**src/rtl/pico_irq_pkg.sv**
```systemverilog
// Shared definitions for the KCPSM6 interrupt controller: register offsets,
// FSM encoding and STATUS register layout.
package pico_irq_pkg;

  localparam logic [1:0] OFS_PEND = 2'd0;
  localparam logic [1:0] OFS_MASK = 2'd1;
  localparam logic [1:0] OFS_STAT = 2'd2;
  localparam logic [1:0] OFS_EOI  = 2'd3;

  typedef enum logic [1:0] {
    IDLE = 2'd0,
    REQ  = 2'd1,
    SVC  = 2'd2
  } irq_state_t;

  localparam int unsigned STAT_INSVC_BIT = 7;
  localparam int unsigned STAT_IRQ_BIT   = 6;

  function automatic logic [7:0] status_word(input logic in_svc, input logic irq,
                                             input logic [2:0] idx);
    logic [7:0] s;
    s                 = '0;
    s[STAT_INSVC_BIT] = in_svc;
    s[STAT_IRQ_BIT]   = irq;
    s[2:0]            = idx;
    return s;
  endfunction

endpackage

```
**src/rtl/pico_irq_if.sv**
```systemverilog
// Processor port bus plus interrupt handshake between KCPSM6 and the
// interrupt controller.
interface pico_irq_if;
  logic [7:0] port_id;
  logic       write_strobe;
  logic       read_strobe;
  logic [7:0] out_port;
  logic       interrupt;
  logic       interrupt_ack;
  logic [7:0] rd_data;
  logic       rd_sel;

  modport master (
    output port_id, write_strobe, read_strobe, out_port, interrupt_ack,
    input  interrupt, rd_data, rd_sel
  );

  modport slave (
    input  port_id, write_strobe, read_strobe, out_port, interrupt_ack,
    output interrupt, rd_data, rd_sel
  );
endinterface

```
**src/rtl/pico_irq_prio_enc.sv**
```systemverilog
// Lowest-index-first priority encoder over the enabled pending sources.
module pico_irq_prio_enc
  import pico_irq_pkg::*;
#(
  parameter int unsigned N_SRC = 8
) (
  input  logic [N_SRC-1:0] req,
  output logic [2:0]       idx,
  output logic             any
);

  always_comb begin
    idx = '0;
    any = 1'b0;
    for (int unsigned i = 0; i < N_SRC; i++) begin
      if (req[i] && !any) begin
        idx = 3'(i);
        any = 1'b1;
      end
    end
  end

endmodule

```
**src/rtl/pico_irq_ctrl.sv**
```systemverilog
// KCPSM6 interrupt controller: edge-latched pending sources, mask, single
// interrupt/ack handshake and in-service hold until software EOI.
module pico_irq_ctrl
  import pico_irq_pkg::*;
#(
  parameter int unsigned N_SRC   = 8,
  parameter logic [7:0]  BASE_ID = 8'hF0
) (
  input  logic             clk,
  input  logic             cpu_reset,
  input  logic [N_SRC-1:0] irq_in,
  pico_irq_if.slave        bus
);

  logic [N_SRC-1:0] irq_prev, pending, mask;
  logic [N_SRC-1:0] rise, w1c_clr, ack_clr, enc_req;
  irq_state_t       state;
  logic [2:0]       active_idx, enc_idx;
  logic             enc_any, in_service, irq_q;
  logic [7:0]       rd_data_q, rd_mux;
  logic             rd_sel_q;
  logic             in_win, wr_en, ack_take;
  logic [1:0]       ofs;
  logic             unused_read_strobe;

  assign unused_read_strobe = bus.read_strobe;

  assign in_win   = (bus.port_id[7:2] == BASE_ID[7:2]);
  assign ofs      = bus.port_id[1:0];
  assign wr_en    = bus.write_strobe && in_win;
  assign rise     = irq_in & ~irq_prev;
  assign enc_req  = pending & mask;
  assign ack_take = (state == REQ) && bus.interrupt_ack;
  assign w1c_clr  = (wr_en && ofs == OFS_PEND) ? bus.out_port[N_SRC-1:0] : '0;

  always_comb begin
    ack_clr = '0;
    for (int unsigned i = 0; i < N_SRC; i++) begin
      ack_clr[i] = ack_take && (active_idx == 3'(i));
    end
  end

  always_comb begin
    rd_mux = '0;
    case (ofs)
      OFS_PEND: rd_mux[N_SRC-1:0] = pending;
      OFS_MASK: rd_mux[N_SRC-1:0] = mask;
      OFS_STAT: rd_mux = status_word(in_service, irq_q, active_idx);
      default:  rd_mux = '0;
    endcase
  end

  pico_irq_prio_enc #(.N_SRC(N_SRC)) u_prio_enc (
    .req (enc_req),
    .idx (enc_idx),
    .any (enc_any)
  );

  always_ff @(posedge clk) begin
    if (cpu_reset) begin
      irq_prev   <= '0;
      pending    <= '0;
      mask       <= '0;
      state      <= IDLE;
      active_idx <= '0;
      in_service <= 1'b0;
      irq_q      <= 1'b0;
      rd_data_q  <= '0;
      rd_sel_q   <= 1'b0;
    end else begin
      irq_prev <= irq_in;
      // A rise in the same cycle as any clear leaves the bit set.
      pending  <= (pending & ~w1c_clr & ~ack_clr) | rise;
      if (wr_en && ofs == OFS_MASK) mask <= bus.out_port[N_SRC-1:0];
      rd_sel_q  <= in_win;
      rd_data_q <= rd_mux;
      case (state)
        IDLE: if (enc_any) begin
          active_idx <= enc_idx;
          irq_q      <= 1'b1;
          state      <= REQ;
        end
        REQ: if (bus.interrupt_ack) begin
          irq_q      <= 1'b0;
          in_service <= 1'b1;
          state      <= SVC;
        end
        SVC: if (wr_en && ofs == OFS_EOI) begin
          in_service <= 1'b0;
          active_idx <= '0;
          state      <= IDLE;
        end
        default: state <= IDLE;
      endcase
    end
  end

  assign bus.interrupt = irq_q;
  assign bus.rd_data   = rd_data_q;
  assign bus.rd_sel    = rd_sel_q;

endmodule

```
**src/flat_wrapper.sv**
```systemverilog
// flat-port wrapper written by rule: the top's interface ports become plain ports
module pico_irq_ctrl_flat import pico_irq_pkg::*;
#(
  parameter int unsigned N_SRC   = 8,
  parameter logic [7:0]  BASE_ID = 8'hF0
)
  (clk, cpu_reset, irq_in, bus_port_id, bus_write_strobe, bus_read_strobe, bus_out_port, bus_interrupt_ack, bus_interrupt, bus_rd_data, bus_rd_sel);
  pico_irq_if bus_i ();
  input  logic clk;
  input  logic cpu_reset;
  input  logic [N_SRC-1:0] irq_in;
  input wire logic [$bits(bus_i.port_id)-1:0] bus_port_id;
  input wire logic [$bits(bus_i.write_strobe)-1:0] bus_write_strobe;
  input wire logic [$bits(bus_i.read_strobe)-1:0] bus_read_strobe;
  input wire logic [$bits(bus_i.out_port)-1:0] bus_out_port;
  input wire logic [$bits(bus_i.interrupt_ack)-1:0] bus_interrupt_ack;
  output wire logic [$bits(bus_i.interrupt)-1:0] bus_interrupt;
  output wire logic [$bits(bus_i.rd_data)-1:0] bus_rd_data;
  output wire logic [$bits(bus_i.rd_sel)-1:0] bus_rd_sel;
  assign bus_i.port_id = bus_port_id;
  assign bus_i.write_strobe = bus_write_strobe;
  assign bus_i.read_strobe = bus_read_strobe;
  assign bus_i.out_port = bus_out_port;
  assign bus_i.interrupt_ack = bus_interrupt_ack;
  assign bus_interrupt = bus_i.interrupt;
  assign bus_rd_data = bus_i.rd_data;
  assign bus_rd_sel = bus_i.rd_sel;
  pico_irq_ctrl #(.N_SRC(N_SRC), .BASE_ID(BASE_ID)) u_core (.clk(clk), .cpu_reset(cpu_reset), .irq_in(irq_in), .bus(bus_i));
endmodule
```
**config.mk**
```make
export PLATFORM = sky130hd
export DESIGN_NAME = pico_irq_ctrl_flat
export DESIGN_NICKNAME = d
export VERILOG_FILES = /design/src/rtl/pico_irq_pkg.sv /design/src/rtl/pico_irq_if.sv /design/src/rtl/pico_irq_prio_enc.sv /design/src/rtl/pico_irq_ctrl.sv /design/src/flat_wrapper.sv
export SDC_FILE = /design/constraint.sdc
export NUM_CORES = 1
export LEC_CHECK = 0
export CAP_MARGIN = 20
export CORE_ASPECT_RATIO = 2
export CORE_MARGIN = 3
export CORE_UTILIZATION = 50
export DETAILED_ROUTE_END_ITERATION = 6
export HOLD_SLACK_MARGIN = 0.15
export PLACE_DENSITY_LB_ADDON = 0.25
export SLEW_MARGIN = 20
export SYNTH_ARGS = -nofsm -noshare
export SYNTH_HDL_FRONTEND = slang
export SYNTH_SLANG_ARGS = --single-unit
```
**constraint.sdc**
```tcl
create_clock -name clk -period 5.3 [get_ports clk]
set_input_delay 1.59 -clock clk [delete_from_list [all_inputs] [get_ports clk]]
set_output_delay 1.59 -clock clk [all_outputs]
set_load 0.1 [all_outputs]
```
==> results of run 1 <==
critical path: cells and delay by family:
family / cells / cell delay (ps)
muxes: 1 / 290
buffers and inverters: 2 / 980
and+or+nand+nor: 2 / 740
layout make-up:
cell class                      count  area (µm²)
Tap cell                           31        38.8
Clock buffer                        8        90.1
Inverter                           11        43.8
Timing Repair Buffer               38         378
Multi-Input combinational cell    125         812
Fill cell                         279        1070
Sequential cell                    40         801
how the worst max path moves through the flow:
stage               slack [ps]              to  cells after the start
floorplan                 2420  u_core.mask[0]                      5
global placement          1640  u_core.mask[1]                      5
detailed placement        1560  u_core.mask[6]                      5
CTS                       1870  u_core.mask[6]                      5
global route              1750  u_core.mask[1]                      5
finish                    1870  u_core.mask[6]                      5
cells in the mapped netlist (2+ instances only):
| library cell | n | area share, % |
|---|---|---|
| inv_1 | 10 | 2.2 |
| nand3_1 | 3 | 0.89 |
| mux2i_1 | 16 | 9.5 |
| a22o_1 | 2 | 1.0 |
| a22oi_1 | 3 | 1.3 |
| a21oi_1 | 9 | 2.7 |
| o21ai_0 | 7 | 2.1 |
| nor3_1 | 5 | 1.5 |
| a221oi_1 | 2 | 1.0 |
| nor2b_1 | 7 | 2.6 |
| a221o_1 | 6 | 3.5 |
| nor4_4 | 2 | 2.5 |
| nor2_1 | 28 | 6.2 |
| a32o_1 | 2 | 1.2 |
| clkbuf_1 | 6 | 1.3 |
| nand2_1 | 19 | 4.2 |
| a41o_1 | 2 | 1.2 |
| dfxtp_1 | 40 | 47 |
cell usage in the layout (no fill, tap or decap):
cell,netlist,routed
a2111oi_0,1,1
a21boi_0,1,1
a21oi_1,9,9
a221o_1,6,6
a221oi_1,2,2
a22o_1,2,2
a22oi_1,3,3
a31oi_1,1,1
a32o_1,2,2
a32oi_1,1,1
a41o_1,2,2
and2_1,1,1
and2b_2,1,1
and3_2,1,1
and4bb_4,1,1
buf_4,0,1
clkbuf_1,6,2
clkbuf_8,0,6
clkdlybuf4s50_1,0,37
dfxtp_1,40,40
inv_1,10,10
inv_4,1,1
mux2i_1,16,16
nand2_1,19,19
nand3_1,3,3
nand3_4,1,1
nand4_1,1,1
nor2_1,28,28
nor2b_1,7,7
nor3_1,5,5
nor4_4,2,2
o21ai_0,7,7
o22a_1,1,1
o2bb2ai_1,1,1
kinds of logic after synthesis:
group                  count (synthesis)  share of synthesized area [%]
and+or+nand+nor                       70                           21.6
muxes                                 16                           9.45
AOI/OAI and AO/OA                     39                           16.9
DFF                                   40                           47.3
buffers and inverters                 19                           4.80
routing by layer:
layer	GRT usage [%]	routed length, µm	up-vias
met1	18.4	1330	688
met4	11.3	129	0
met3	4.48	123	11
met2	35.6	2100	38
li1	-	-	722
met5	0	0	-
through the flow:
stage                     std cells  hold WS [ps]
after floorplan                 184           399
after global placement          245           401
after detailed placement        245           414
after CTS                       253           427
after global routing            253           441
final                           253           422
power groups by stage:
stage	registers (mW)	clock network [mW]	logic, mW
global route	0.322	0.219	0.0761
finish	0.321	0.203	0.0704
CTS	0.321	0.207	0.0709
global placement	0.327	0	0.0689
detailed placement	0.328	0	0.0707
floorplan	0.338	0	0.0283
registers in the layout, summed over array words and instances (netlist names):
register / flops
u_core.active_idx: 3
u_core.bus.interrupt: 1
u_core.bus.rd_data: 8
u_core.bus.rd_sel: 1
u_core.in_service: 1
u_core.irq_prev: 8
u_core.mask: 8
u_core.pending: 8
u_core.state: 2
==> summary.md, run 1 <==
| Metric | Value |
|---|---|
| CP max stage delay | `between 900 and 1000 ps` |
| Hold Buf Count CTS | `0` |
| Register area share after synthesis | `47.3%` |
| Antenna violations before repair | `0` |
| Clk root buf | `clkbuf_8` |
| # diodes | `0` |
| Port-buffer cells | `37` |
| Worst Tran Pin Value | `just under 1000 ps` |
| Pleak | `~0.86 nW` |
| CP max stage cell | `clkdlybuf4s50_1` |
| Setup repair after global routing missed its margin | `false` |
| Final hold vios | `0` |
| HP Class | `flop to flop` |
| Seq pwr share | `54.0%` |
| Total global routing overflow | `0` |
| Final Max Tran Viols | `0` |
| Routed vias/inst | `between 5 and 6` |
| Net Switching | `~0.14 mW` |
| Final core utilization | `around 67%` |
| Post-synth EDFFs | `0` |
| Post-Place Setup Slack | `approximately 1600 ps` |
| Maximum clock insertion buffer count | `2` |
| Area after DPL | `2070 µm²` |
| Post-Synthesis Cell Area | `around 1700 µm²` |
| Reg2Reg Setup Slack | `3590 ps` |
| Nets | `250` |
| Core area | `3230 µm²` |
| Synthesized net count | `around 210` |
| Final WS setup | `1870 ps` |
| H-tree levels | `2` |
| Unique masters post-synth | `33` |
| Pwr/cell area | `between 200 and 300 nW/µm²` |
| Asr flop ratio synth | `0%` |
| Peak supply drop | `around 230 µV` |
| Fin crit share | `64.8%` |
| Pin count of the biggest net entering global routing | `27` |
| CTS buffer count | `5` |
| Cells after Synth | `~180` |
| Hold path depth | `1` |
| R2R Path End | `u_core.active_idx[2]` |
| Crit start category | `input pin` |
| Fmax | `about 0.29 GHz` |
| Total routed wirelength | `3.68 mm` |
| Clk network pwr share | `about 34%` |
| First-pass GRT wire length | `5.86 mm` |
| DRT iter0 DRCs | `24` |
| Startpoint of the worst hold path | `u_core.irq_prev[4]` |
| PnR Total Power | `0.595 mW` |
| CP required | `~5500 ps` |
| Worst Hold End | `u_core.pending[4]` |
| TritonRoute pass-1 iters | `4` |
| Primary FF master, synth | `dfxtp_1` |
| Die W | `around 47 µm` |
| Reg clk slew, reported paths | `70 ps` |
| Setup bufs post-CTS | `0` |
| Clock Latency Late Sink | `slightly below 300 ps` |
| Final Cell Area | `around 2200 µm²` |
| Area Overhead vs Synth | `27.7%` |
| Residual DRC | `0` |
| Setup-failing EPs final | `0` |
| GRT Total Usage | `about a fifth` |
| DP HPWL | `2.89 mm` |
| R2r startpoint | `u_core.pending[6]` |
| R2R cell count | `5` |
| Row Count | `29` |
| Ratio of cells with drive above 1 in the final layout | `6.31%` |
| Final Skew | `10.6 ps` |
| GPL Wtd Cong | `0.845` |
| Run status | `completed` |
| Total negative setup slack | `0 ps` |
| Detail Route Antenna Nets | `0` |
| Max_cap viols | `0` |
| Routed len/inst | `14.6 µm` |
| Die height | `between 80 and 90 µm` |
| Critical Path AT | `3600 ps` |
| Mean area per synthesized cell | `a little over 9 µm²` |
| Switching Fraction | `23.9%` |
| Routed via count | `1459` |
| Initial Utilization | `52.5%` |
| Minimum clock period | `3430 ps` |
| Critical path launch point | `bus_port_id[0]` |
| Slew headroom | `approximately 35%` |
| Crit path cell chain | `clkdlybuf4s50_1, inv_4, nor4_4, mux2i_1, nor2_1` |
| Internal Power | `0.452 mW` |
| Comb pwr share | `11.8%` |
| CTS resizes | `0` |
| Sink Count | `40` |
| FF+latch count, synth | `40` |
| Vias in the first global route | `1413` |
| CTS tree | `yes` |
| IO Pins | `39` |
| CP Class | `input pin to flop` |
| Die footprint | `4170 µm²` |
| Crit-path max FO | `12` |
| Synth Warn # | `0` |
| Endpoint class of the critical path | `flop` |
No activity file was read; power rests on OpenSTA's default activity.
==> run 2: changes to the inputs <==
- CORE_UTILIZATION: 50 -> 49
- clock period: 5.3 -> 3.4 ns (I/O delays scaled with it)
==> summary.md, run 2 (synthesis gave the netlist of run 1 again) <==
| Metric | Value |
|---|---|
| Run status | `completed` |
| Ratio of cells with drive above 1 in the final layout | `approximately 13%` |
| Port-buffer cells | `37` |
| Fin crit share | `72.0%` |
| Pleak | `0.913 nW` |
| Die W | `approximately 48 µm` |
| Routed len/inst | `about 15 µm` |
| Final Max Tran Viols | `0` |
| CP required | `3590 ps` |
| Pin count of the biggest net entering global routing | `26` |
| CTS resizes | `0` |
| Total negative setup slack | `0 ps` |
| DP Cell Count | `248` |
| Post-Place Setup Slack | `636 ps` |
| Bufs and invs on worst path | `1` |
| R2R Path End | `u_core.active_idx[2]` |
| CP max stage cell | `nor4_4` |
| Reg2Reg Setup Slack | `1720 ps` |
| CTS buffer count | `5` |
| Detail Route Antenna Nets | `0` |
| CTS tree | `yes` |
| # diodes | `0` |
| Routed via count | `1456` |
| Row Count | `29` |
| Final WS setup | `954 ps` |
| Reg clk slew, reported paths | `approximately 70 ps` |
| Slew headroom | `63.1%` |
| DRT iter0 DRCs | `37` |
| Minimum clock period | `2450 ps` |
| Internal Power | `0.799 mW` |
| Final Skew | `5.19 ps` |
| Crit-path leading delay family | `simple AND/OR/NAND/NOR gates` |
| First-pass GRT wire length | `between 6 and 7 mm` |
| Crit-path max FO | `8` |
| Worst Tran Pin Value | `549 ps` |
| R2R cell count | `5` |
| Core area | `3230 µm²` |
| Clk root buf | `clkbuf_8` |
| H-tree levels | `2` |
| CP max stage delay | `400 ps` |
| Final hold vios | `0` |
| CP Class | `input pin to flop` |
| Commonest non-fill, non-tap cell in the layout | `dfxtp_1` |
| Fillers | `275` |
| Endpoint class of the critical path | `flop` |
| Post-Layout Cell Count | `roughly 260` |
| IO Pins | `39` |
| R2r startpoint | `u_core.pending[6]` |
| Pwr/cell area | `470 nW/µm²` |
| GPL Wtd Cong | `roughly 0.85` |
| Setup bufs post-CTS | `0` |
| Crit path cell chain | `clkdlybuf4s50_1, and4bb_4, nand3_4, nor4_4, nand2_1, a41o_1` |
| HP Class | `flop to flop` |
| Clk network pwr share | `40.9%` |
| TritonRoute pass-1 iters | `4` |
| Total routed wirelength | `3.75 mm` |
| Crit start category | `input pin` |
| Fmax | `~0.4 GHz` |
| GRT Total Usage | `20.4%` |
| Clock Latency Late Sink | `approximately 290 ps` |
| Total global routing overflow | `0` |
| Residual DRC | `0` |
| Routed vias/inst | `5.69` |
| Antenna violations before repair | `0` |
| Max_cap viols | `0` |
| Net Switching | `0.234 mW` |
| Area Overhead vs Synth | `29.7%` |
| Die footprint | `between 4000 and 5000 µm²` |
| Seq pwr share | `~48%` |
| Comb pwr share | `10.7%` |
| Initial Utilization | `52.5%` |
| Hold Buf Count CTS | `0` |
| Critical path launch point | `bus_port_id[2]` |
| Peak supply drop | `about 450 µV` |
| Maximum clock insertion buffer count | `2` |
| DP HPWL | `about 2.9 mm` |
| Vias in the first global route | `1453` |
| Setup repair after global routing missed its margin | `false` |
| Die height | `between 80 and 90 µm` |
| WP depth | `6` |
| Most frequent cells in the layout | `dfxtp_1, nor2_1, clkdlybuf4s50_1, nand2_1, mux2i_1` |
| Sink Count | `40` |
| Switching Fraction | `22.7%` |
| Nets | `253` |
| Critical Path AT | `2630 ps` |
| Crit path capture | `u_core.pending[7]` |
| Setup-failing EPs final | `0` |
## run 2: cell types whose count changed in the layout (fill, tap and decap cells not counted), sizes merged
cell           delta
buf              +13
clkbuf            -1
bufinv            +1
clkdlybuf4s50    -10
## run 2: worst register-to-register path: stages, from the launching register on
cell      delay [ps]
dfxtp_1          340
a22oi_1          210
nor2b_1          190
nand3_1          180
a221oi_1         490
a22o_1           220
## run 2: cell type report
class	count	area, µm²	share of cell area, %
clock buffers	7	96.3	4.38
clock inverters	1	30.0	1.37
inverters	11	43.8	1.99
multi-input cells	125	812	37.0
flip-flops and latches	40	801	36.4
well taps	31	38.8	1.77
repair buffers	41	375	17.1
## run 2: worst min path at each step
stage / slack (ps) / endpoint / cells past startpoint / startpoint
after global routing: 430 / u_core.pending[1] / 1 / u_core.irq_prev[1]
after global placement: 400 / u_core.pending[6] / 1 / u_core.irq_prev[6]
after CTS: 420 / u_core.pending[4] / 1 / u_core.irq_prev[4]
final: 420 / u_core.pending[4] / 1 / u_core.irq_prev[4]
after floorplan: 400 / u_core.pending[0] / 1 / u_core.irq_prev[0]
after detailed placement: 410 / u_core.pending[4] / 1 / u_core.irq_prev[4]
## run 2: routing by layer
| layer | vias up | routed length, µm | global-route usage [%] |
|---|---|---|---|
| met5 | - | 0 | 0 |
| met4 | 0 | 117 | 12.0 |
| met3 | 9 | 155 | 5.04 |
| met2 | 38 | 2120 | 35.6 |
| met1 | 684 | 1360 | 20.6 |
| li1 | 725 | - | - |
## run 2: power groups by stage
stage               Sequential, mW  Clock [mW]  Combinational (mW)
floorplan                    0.527           0              0.0441
global placement             0.509           0               0.108
detailed placement           0.511           0               0.111
CTS                          0.500       0.432               0.111
global route                 0.503       0.450               0.121
finish                       0.500       0.423               0.111
## run 2: through the flow
stage | util, % | hold slack, ps | cell area (µm²) | power, mW
6_report | 68.0 | 418 | 2200 | 1.03
5_1_grt | 68.0 | 434 | 2200 | 1.07
4_1_cts | 68.0 | 425 | 2200 | 1.04
3_5_place_dp | 64.1 | 414 | 2070 | 0.622
3_3_place_gp | 64.1 | 401 | 2070 | 0.618
2_1_floorplan | - | 399 | 1690 | 0.571
==> run 3: changes to the inputs <==
- CORE_UTILIZATION: 49 -> 44
- clock period: 3.4 -> 2.2 ns (I/O delays scaled with it)
==> summary.md, run 3 (synthesis gave the netlist of run 1 again) <==
| Metric | Value |
|---|---|
| Run status | `completed` |
| Vias in the first global route | `1525` |
| IO Pins | `39` |
| Reg clk slew, reported paths | `70 ps` |
| HP Class | `flop to flop` |
| Crit-path max FO | `8` |
| Crit path capture | `u_core.mask[0]` |
| Ratio of cells with drive above 1 in the final layout | `between 10% and 20%` |
| Reg area | `801 µm²` |
| Multi-input gate area | `812 µm²` |
| First-pass GRT wire length | `6.42 mm` |
| R2r startpoint | `u_core.pending[6]` |
| Final Skew | `5.74 ps` |
| Port-buffer cells | `37` |
| GPL Wtd Cong | `0.902` |
| Peak supply drop | `627 µV` |
| Crit path cell chain | `clkdlybuf4s50_1, and4bb_4, nand3_4, nor4_4, buf_12, mux2i_1, nor2_1` |
| Most frequent cells in the layout | `dfxtp_1, nor2_1, clkdlybuf4s50_1, nand2_1, buf_4` |
| Fillers | `approximately 360` |
| DP HPWL | `roughly 3.1 mm` |
| DP Cell Count | `273` |
| CP max stage cell | `clkdlybuf4s50_1` |
| DRT iter0 DRCs | `44` |
| Critical Path AT | `2160 ps` |
| Minimum clock period | `a little under 2000 ps` |
| CTS resizes | `0` |
| # diodes | `0` |
| Hold Buf Count CTS | `0` |
| Final Max Tran Viols | `0` |
| Routed via count | `between 1000 and 1500` |
| Max_cap viols | `0` |
| Routed vias/inst | `5.29` |
| Crit start category | `input pin` |
| Detail Route Antenna Nets | `0` |
| CTS tree | `yes` |
| Initial Utilization | `46.5%` |
| Die height | `93.8 µm` |
| Die footprint | `between 4000 and 5000 µm²` |
| H-tree levels | `2` |
| Area Overhead vs Synth | `35.3%` |
| Residual DRC | `0` |
| CP Class | `input pin to flop` |
| CP max stage delay | `just under 400 ps` |
| Total global routing overflow | `0` |
| Commonest non-fill, non-tap cell in the layout | `dfxtp_1` |
| Pwr/cell area | `688 nW/µm²` |
| R2R Path End | `u_core.active_idx[2]` |
| Final core utilization | `a little over three fifths` |
| CTS buffer count | `5` |
| Core area | `approximately 3600 µm²` |
| Maximum clock insertion buffer count | `2` |
| GRT Total Usage | `18.1%` |
| Reg2Reg Setup Slack | `570 ps` |
| Antenna violations before repair | `0` |
| PnR Total Power | `1.58 mW` |
| TritonRoute pass-1 iters | `4` |
| Fmax | `0.508 GHz` |
| Row Count | `31` |
| CP required | `2390 ps` |
| Total routed wirelength | `3.90 mm` |
| Worst Tran Pin Value | `418 ps` |
| R2R cell count | `5` |
| Setup repair after global routing missed its margin | `false` |
| Sink Count | `40` |
| Setup-failing EPs final | `0` |
| Worst Hold Margin | `around 420 ps` |
| Final hold vios | `0` |
| Pin count of the biggest net entering global routing | `18` |
| WP depth | `7` |
| Clk root buf | `clkbuf_8` |
| Die W | `49.9 µm` |
| Bufs and invs on worst path | `2` |
| Fin crit share | `89.5%` |
| Setup bufs post-CTS | `0` |
| Clock Latency Late Sink | `~290 ps` |
| Crit-path leading delay family | `simple AND/OR/NAND/NOR gates` |
| Nets | `260` |
| Slew headroom | `72.1%` |
| Endpoint class of the critical path | `flop` |
| Routed len/inst | `13.9 µm` |
| Critical path launch point | `bus_port_id[2]` |
| Pleak | `0.950 nW` |
| Post-Layout Cell Count | `281` |
-- run 3: cell types whose count changed in the layout (fill, tap and decap cells not counted) --
cell / change
clkinv_4: +1
buf_12: +2
buf_4: +5
clkbuf_8: -1
-- run 3: area by class of cell --
class,instances,area share (%)
Inverter,11,1.91
Sequential cell,40,34.9
Tap cell,49,2.67
Timing Repair Buffer,48,19.8
Clock inverter,2,1.69
Clock buffer,6,3.60
Multi-Input combinational cell,125,35.4
-- run 3: how the worst min path moves through the flow --
stage                             startpoint                 to  slack [ps]  cells past startpoint
after floorplan           u_core.irq_prev[0]  u_core.pending[0]         400                      1
after global placement    u_core.irq_prev[6]  u_core.pending[6]         400                      1
after detailed placement  u_core.irq_prev[1]  u_core.pending[1]         410                      1
after CTS                 u_core.irq_prev[1]  u_core.pending[1]         420                      1
after global routing      u_core.irq_prev[1]  u_core.pending[1]         430                      1
final                     u_core.irq_prev[1]  u_core.pending[1]         420                      1
-- run 3: stage by stage --
step           setup slack, ps  instance area [µm²]  TNS (ps)
2_1_floorplan              253                 1690         0
3_3_place_gp             -29.5                 2170      -155
3_5_place_dp             -84.9                 2170      -783
4_1_cts                    218                 2290         0
5_1_grt                    158                 2290         0
6_report                   232                 2290         0
-- run 3: power by group --
part	leakage, nW	total (mW)	switching, mW	internal [mW]
combinational	0.561	0.177	0.0901	0.0864
sequential	0.328	0.773	0.0205	0.752
clock	0.0614	0.628	0.257	0.371
-- run 3: per-layer routing --
metal	up-vias	track usage (%)	share of wire, %
met5	-	0	0
met3	12	4.61	3.3
li1	742	-	-
met1	707	16.3	35
met4	0	11.1	4.1
met2	26	34.4	57
-- run 3: worst reg2reg max path, stage by stage, from the launching register on --
cell      delay [ps]
dfxtp_1          340
a22oi_1          220
nor2b_1          190
nand3_1          160
a221oi_1         460
a22o_1           210
